`config.mk`:
```
export PLATFORM = sky130hd
export DESIGN_NAME = uart_rx
export DESIGN_NICKNAME = d
export VERILOG_FILES = /design/src/rtl/uart_pkg.sv /design/src/rtl/uart_rx_sync.sv /design/src/rtl/uart_rx.sv
export SDC_FILE = /design/constraint.sdc
export NUM_CORES = 1
export LEC_CHECK = 0
export CORE_ASPECT_RATIO = 1.4
export CORE_MARGIN = 2
export CORE_UTILIZATION = 56
export CTS_CLUSTER_DIAMETER = 60
export DETAILED_ROUTE_END_ITERATION = 8
export GPL_TIMING_DRIVEN = 0
export MAX_ROUTING_LAYER = met4
export PLACE_DENSITY = 0.82
export SETUP_SLACK_MARGIN = 0.05
export SYNTH_ARGS = -nofsm -noshare
export SYNTH_HDL_FRONTEND = slang
export SYNTH_SLANG_ARGS = --single-unit
```
`constraint.sdc`:
```
create_clock -name clk -period 2.15 [get_ports clk]
set_clock_uncertainty 0.05 [all_clocks]
set_input_delay 0.3225 -clock clk [delete_from_list [all_inputs] [get_ports clk]]
set_output_delay 0.3225 -clock clk [all_outputs]
set_load 0.03 [all_outputs]
```
`src/rtl/uart_pkg.sv`:
```
// rtl/uart_pkg.sv - shared UART constants, receiver state encoding and vote helper
package uart_pkg;

  localparam int CLKS_PER_BIT_115200_12MHZ = 104;
  localparam int DATA_BITS = 8;

  typedef enum logic [2:0] {
    IDLE      = 3'd0,
    START     = 3'd1,
    DATA      = 3'd2,
    STOP      = 3'd3,
    WAIT_IDLE = 3'd4
  } rx_state_e;

  function automatic logic maj3(input logic a, input logic b, input logic c);
    return (a & b) | (a & c) | (b & c);
  endfunction

endpackage

```
`src/rtl/uart_rx_sync.sv`:
```
// rtl/uart_rx_sync.sv - rxd synchroniser chain, resets to the idle (high) line level
module uart_rx_sync #(
  parameter int STAGES = 2
) (
  input  logic clk,
  input  logic rst,
  input  logic rxd_i,
  output logic rxd_s_o
);

  logic [STAGES-1:0] sync_q;

  always_ff @(posedge clk or posedge rst) begin
    if (rst) begin
      sync_q <= '1;
    end else begin
      sync_q <= {sync_q[STAGES-2:0], rxd_i};
    end
  end

  assign rxd_s_o = sync_q[STAGES-1];

endmodule

```
`src/rtl/uart_rx.sv`:
```
// rtl/uart_rx.sv - 8N1 receiver with 3-sample majority vote around each bit centre
module uart_rx
  import uart_pkg::*;
#(
  parameter int CLKS_PER_BIT = CLKS_PER_BIT_115200_12MHZ,
  parameter int SYNC_STAGES  = 2
) (
  input  logic                 clk,
  input  logic                 rst,
  input  logic                 rxd,
  output logic [DATA_BITS-1:0] rx_byte,
  output logic                 rx_valid,
  output logic                 rx_frame_err,
  output logic                 rx_busy
);

  localparam int CNT_W = $clog2(CLKS_PER_BIT);
  localparam int H     = CLKS_PER_BIT / 2;
  localparam logic [CNT_W-1:0] CNT_S0   = CNT_W'(H - 1);
  localparam logic [CNT_W-1:0] CNT_S1   = CNT_W'(H);
  localparam logic [CNT_W-1:0] CNT_DEC  = CNT_W'(H + 1);
  localparam logic [CNT_W-1:0] CNT_LAST = CNT_W'(CLKS_PER_BIT - 1);
  localparam logic [2:0]       LAST_BIT = 3'(DATA_BITS - 1);

  rx_state_e              state_q;
  logic [CNT_W-1:0]       cnt_q;
  logic [2:0]             bit_idx_q;
  logic [DATA_BITS-1:0]   shift_q;
  logic [DATA_BITS-1:0]   rx_byte_q;
  logic                   rx_valid_q;
  logic                   rx_frame_err_q;
  logic                   s0_q;
  logic                   s1_q;

  logic rxd_s;
  logic vote_d;
  logic decide;
  logic cnt_last;

  uart_rx_sync #(
    .STAGES (SYNC_STAGES)
  ) u_sync (
    .clk     (clk),
    .rst     (rst),
    .rxd_i   (rxd),
    .rxd_s_o (rxd_s)
  );

  // The third sample is the live synchronised line on the decision edge.
  assign vote_d   = maj3(s0_q, s1_q, rxd_s);
  assign decide   = (cnt_q == CNT_DEC);
  assign cnt_last = (cnt_q == CNT_LAST);

  always_ff @(posedge clk or posedge rst) begin
    if (rst) begin
      state_q        <= IDLE;
      cnt_q          <= '0;
      bit_idx_q      <= '0;
      shift_q        <= '0;
      rx_byte_q      <= '0;
      rx_valid_q     <= 1'b0;
      rx_frame_err_q <= 1'b0;
      s0_q           <= 1'b1;
      s1_q           <= 1'b1;
    end else begin
      rx_valid_q     <= 1'b0;
      rx_frame_err_q <= 1'b0;
      case (state_q)
        IDLE: begin
          cnt_q     <= '0;
          bit_idx_q <= '0;
          if (!rxd_s) begin
            state_q <= START;
          end
        end
        START, DATA, STOP: begin
          cnt_q <= cnt_last ? '0 : cnt_q + CNT_W'(1);
          if (cnt_q == CNT_S0) s0_q <= rxd_s;
          if (cnt_q == CNT_S1) s1_q <= rxd_s;
          case (state_q)
            START: begin
              if (decide && vote_d) begin
                state_q <= IDLE;
              end else if (cnt_last) begin
                state_q   <= DATA;
                bit_idx_q <= '0;
              end
            end
            DATA: begin
              if (decide) shift_q <= {vote_d, shift_q[DATA_BITS-1:1]};
              if (cnt_last) begin
                bit_idx_q <= bit_idx_q + 3'd1;
                if (bit_idx_q == LAST_BIT) state_q <= STOP;
              end
            end
            default: begin
              // Leave at the stop-bit centre so a following start bit is not missed.
              if (decide) begin
                cnt_q <= '0;
                if (vote_d) begin
                  rx_byte_q  <= shift_q;
                  rx_valid_q <= 1'b1;
                  state_q    <= IDLE;
                end else begin
                  rx_frame_err_q <= 1'b1;
                  state_q        <= WAIT_IDLE;
                end
              end
            end
          endcase
        end
        WAIT_IDLE: begin
          cnt_q <= '0;
          if (rxd_s) state_q <= IDLE;
        end
        default: begin
          state_q <= IDLE;
          cnt_q   <= '0;
        end
      endcase
    end
  end

  assign rx_byte      = rx_byte_q;
  assign rx_valid     = rx_valid_q;
  assign rx_frame_err = rx_frame_err_q;
  assign rx_busy      = (state_q != IDLE);

endmodule

```
-- Yosys cells after proc, flatten, opt, wreduce, memory -nomap -nowiden
Cells that the tools add are included.
- input bits: 3
- bits in registers: 35
- output and inout bits: 11
- eq/ne operators: 18
- mux-type cells: 27
- add/subtract/negate cells: 2
- reduce and logical (&&, ||, !) cells: 12
- bitwise logic cells: 6
- operator list (operator ; count):
    two-way mux 3 bit ; 11
    two-way mux 7 bit ; 4
    == test 7 x 6 -> 1 bit (second input constant) ; 3
    case mux 3 bit (2 select lines) ; 3
    != test 3 bit (second input constant) ; 5
    case mux 3 bit (3 select lines) ; 1
    two-way mux 1 bit ; 8
    != test 4 bit (second input constant) ; 2
    adder 7 x 1 -> 7 bit (second input constant) ; 1
    == test 7 bit (second input constant) ; 1
    == test 3 x 2 -> 1 bit (second input constant) ; 2
    == test 3 bit (second input constant) ; 2
    AND reduction 6 bit ; 1
    AND reduction 5 bit ; 1
    AND reduction 2 bit ; 2
    AND reduction 4 bit ; 1
    adder 3 x 1 -> 3 bit (second input constant) ; 1
    bitwise AND 1 bit ; 3
    == test 3 x 1 -> 1 bit (second input constant) ; 1
    zero test 3 bit ; 1
    AND reduction 3 bit ; 1
    nonzero test 3 bit ; 1
    OR reduction 3 bit ; 1
    != test 2 x 1 -> 1 bit (second input constant) ; 1
    other kinds (6) ; 7

-- Longest topological paths before layout
- word-level depth: 7
- gate-level depth with buffers: 6
- gate-level depth less buffers: 5

-- By module
From an unflattened synthesis, not the netlist that was laid out.
- cell total of the unflattened synthesis: 121
- area total of the unflattened synthesis: 1616.6 µm²
- by module, submodules not included (module ; sequential area each (µm²) ; area each (µm²) ; instances ; cells an instance):
    uart_rx ; 828.3 ; 1560.2 ; 1 ; 118
    uart_rx_sync ; 52.6 ; 56.3 ; 1 ; 3

-- Least setup slack after synthesis
No wires, ideal clock.
- kind: reg2reg
- from: register cnt_q[0]
- to: register bit_idx_q[2]
- path buffers: 0
- cell stages (with the launch flop): 6
- slack: 0.466 ns
- clock period less this slack: 1.684 ns
- data arrival time: 1.493 ns
- cells stage by stage: dfrtp_1 ha_1 nand4_1 o41a_1 a211oi_1 o22ai_1
- cells in the longest elaborated chain, start to end: 4
- elaborated cells between the ends (all ways): 7
- classes of those cells: eq/ne: 5; reduce/logical: 2
- RTL lines (item ; line ; source):
    start: declaration ; uart_rx.sv:26 ; logic [CNT_W-1:0] cnt_q;
    start signal: assignment ; uart_rx.sv:77 ; cnt_q <= cnt_last ? '0 : cnt_q + CNT_W'(1);
    == test 7 x 6 -> 1 bit ; uart_rx.sv:51 ; assign decide = (cnt_q == CNT_DEC);
    logical AND 1 bit ; uart_rx.sv:82 ; if (decide && vote_d) begin
    != test 3 bit (no line) ; -- ;
    AND reduction 5 bit (no line) (*) ; -- ;
    end signal: assignment ; uart_rx.sv:92 ; bit_idx_q <= bit_idx_q + 3'd1;
    end: declaration ; uart_rx.sv:27 ; logic [2:0] bit_idx_q;
Every way passes the cells marked *; elsewhere a longest branch is shown, timed or not.
A chain may end at the register's enable or synchronous reset.

-- Worst setup path in the final report
- from: register state_q[1]
- to: output port rx_busy
- cells in the longest elaborated chain, start to end: 1
- RTL lines (item ; line ; source):
    start: declaration ; uart_rx.sv:25 ; rx_state_e state_q;
    start signal: assignment ; uart_rx.sv:56 ; state_q <= IDLE;
    start signal: assignment ; uart_rx.sv:73 ; state_q <= START;
    start signal: assignment ; uart_rx.sv:83 ; state_q <= IDLE;
    nonzero test 3 bit ; uart_rx.sv:127 ; assign rx_busy = (state_q != IDLE);
    end: declaration ; uart_rx.sv:14 ; output logic rx_busy
No other way between the ends.

==> results.yml <==
synth:
  synth.area.top_cells: "dfrtp_1 (49%), mux2_2 (12%), dfstp_2 (6.7%)"
  synth-async-reset-ratio_pct: 100
  synth_compound_area_share_pct: 5.46
  synth_simple_gate_area_share_pct: 14.6
  muxShareOfSynthArea_pct: 13.7
  synth_xor_area_share_pct: 2.77
  synth_adder_area_share_pct: 4.59
  ys_types: 42
  syn_area_um2: 1580
  yosys.area.top_type: "dfrtp_1"
  synth_top_family_by_area: "simple AND/OR/NAND/NOR gates"
  syn_nets: 133
  avgSynthCellArea_um2: 12.6
  synth-edff-count: 0
  ys.flop_type: "dfrtp_1"
  yosysWarnings: 0
  syn-instance-count: 125
  ys_seq_area_share_pct: 55.7
  synth-seq-cells: 35
  synth_top_area_share_pct: 49.1
pwr:
  p_leak_nw: 0.835
  ir_drop_mv: 0.548
  p_per_area_nw_per_um2: 555
  power.total_mw: 1.02
setup_path:
  worstReg2RegEnd: "bit_idx_q[2]$_DFFE_PP0P_"
  worstSetupEndpoint: "rx_busy"
  worstSetupStartpoint: "state_q[1]$_DFFE_PP0P_"
  crit_type: "flop to output pin"
  start_kind: "flop"
  cp.arrival_ps: 1640
  crit_path_end_kind: "output pin"
  r2r_start: "cnt_q[0]$_DFF_PP0_"
  ff2ff_setup_slack_ps: 210
  cp.required_ps: 1780
  reg2regPathDepth: 5
  crit_fanout: 10
flow_run:
  drv_cap: 0
timing:
  hold_violations: 0
  setup_violations: 0
  slew_viol_final: 0
  period_share_pct: 93.8
  post-route-min-period_ps: 2020
  fmax_mhz: 496
  worstMarginPinSlew_ps: 542
  fin_setup_tns_ps: 0
  rsz0062_at_grt: "false"
  slew_headroom_pct: 63.6
cts:
  cts_buffers: 5
  holdBufCountCts: 0
  cts-htree-levels: 2
  cts_tree: "done"
  cts.reportedPaths.clkPinSlew_ps: 100
  clock_latency_ps: 350
  cts_sinks: 35
  cts_buffer_depth: 2
  cts-root-buf: "clkbuf_4"
placed_design:
  portBuffers: 13
  dp_hpwl_um: 1810
  globalplace.congestion: 0.840
grt:
  grt_pass1_vias: 1037
  gr-usage-all-layers_pct: 19.9
  grt_max_degree: 36
  grt_overflow: 0
  grt_pass1_wl_um: 4620
  antenna_found_initial: 0
floorplan:
  core_um2: 2640
  placementRows: 22
  die_h_um: 66.9
  start_util_pct: 59.8
  design.die.area_um2: 3270
  die_w_um: 48.9
  io_pins: 14
final_layout:
  num_antenna_cells: 0
  seqCellArea_um2: 881
  final_nets: 154
  area_growth_syn_to_layout_pct: 16.0
  multi_input_area_um2: 649
  n_fill_cell: 210
  layout-drive-gt1-share_pct: 24.5
route:
  routed-via-count: 989
  wl_per_cell_um: 13.6
  ant_nets: 0
  drtIter0Drc: 15
  drc_errors: 0
  drt_wl_total_um: 2480
  via_per_inst: 5.40
  first_pass_iters: 4
min_path:
  hold_path_class: "input pin to asynchronous set/reset pin"
run_status:
  status: "complete, no violations"
critical path, stage by stage, from the launching register on:
cell,delay (ps)
dfrtp_1,440
buf_2,200
or3_1,300
dlygate4sd2_1,360
stage by stage:
| stage | setup slack (ps) | cell area, µm² | hold slack [ps] | util, % | cells |
|---|---|---|---|---|---|
| 6_report | 133 | 1830 | 172 | 69.4 | 183 |
| 4_1_cts | 57.3 | 1800 | 313 | 68.3 | 182 |
| 3_5_place_dp | 189 | 1760 | 299 | 66.4 | 174 |
| 5_1_grt | 63.0 | 1830 | 180 | 69.4 | 183 |
| 2_1_floorplan | 466 | 1580 | 277 | - | 125 |
| 3_3_place_gp | 219 | 1760 | 298 | 66.4 | 174 |
flip-flops by register name (all words and copies together) (netlist names):
signal and cells:
rx_frame_err 1, bit_idx_q 3, rx_byte 8, state_q 3, cnt_q 7, s0_q 1
u_sync.sync_q 2, rx_valid 1, s1_q 1, shift_q 8
routing by layer:
layer	wire length, µm	track usage [%]
met5	0	-
met4	61	10.7
met2	1290	32.5
met1	1040	21.5
met3	97	6.95
synthesized netlist by cell type, drive strengths merged, types with 2 or more instances:
cell type	number
clkbuf	2
nand3	6
o21ai	3
a211oi	2
nor2	10
ha	5
mux2	18
buf	2
xnor2	2
xor2	3
inv	7
nand4	2
or3	2
dfrtp	31
dfstp	4
nand2	4
layout make-up:
class | count | area share [%]
inverters | 7 | 1.43
multi-input cells | 79 | 35.4
clock buffers | 7 | 2.46
plain buffers | 4 | 1.37
flip-flops and latches | 35 | 48.1
repair buffers | 14 | 8.53
well taps | 36 | 2.46
clock inverters | 1 | 0.273
report_power, final:
| group | internal, mW | switching (mW) | leakage (nW) |
|---|---|---|---|
| logic | 0.00842 | 0.0130 | 0.346 |
| registers | 0.661 | 0.00146 | 0.460 |
| clock network | 0.127 | 0.205 | 0.0293 |
kinds of logic after synthesis:
| logic type | count (synthesis) |
|---|---|
| AND/OR/NAND/NOR | 37 |
| flip-flops | 35 |
| buffers and inverters | 11 |
| adder cells (fa/ha/maj) | 6 |
| AO/OA/AOI/OAI | 12 |
| XOR/XNOR | 5 |
| multiplexers | 19 |
how the worst min path moves through the flow:
stage                                          start  slack, ps                          to  cells past startpoint
after CTS                 u_sync.sync_q[0]$_DFF_PP1_        310  u_sync.sync_q[1]$_DFF_PP1_                      0
final                                            rst        170      rx_frame_err$_DFF_PP0_                      2
after detailed placement  u_sync.sync_q[0]$_DFF_PP1_        300  u_sync.sync_q[1]$_DFF_PP1_                      0
after floorplan                                  rxd        280  u_sync.sync_q[0]$_DFF_PP1_                      0
after global placement    u_sync.sync_q[0]$_DFF_PP1_        300  u_sync.sync_q[1]$_DFF_PP1_                      0
after global routing                             rst        180    bit_idx_q[0]$_DFFE_PP0P_                      2
what timing repair did:
action                     CTS  global route
setup buffers                0             0
setup endpoints to repair    1             1
resized for setup            1             3
hold endpoints to repair     0             0
cells in the final DEF (no fill, tap or decap), types with 4 or more instances in the layout:
master	Yosys	layout
dfrtp_1	31	31
mux2_2	17	17
clkdlybuf4s50_1	0	12
nor2_1	9	9
inv_1	7	6
nand3_1	5	5
ha_1	5	5
clkbuf_4	0	5
nand2_1	4	4
dfstp_2	4	4
No activity file was read; power rests on OpenSTA's default activity.
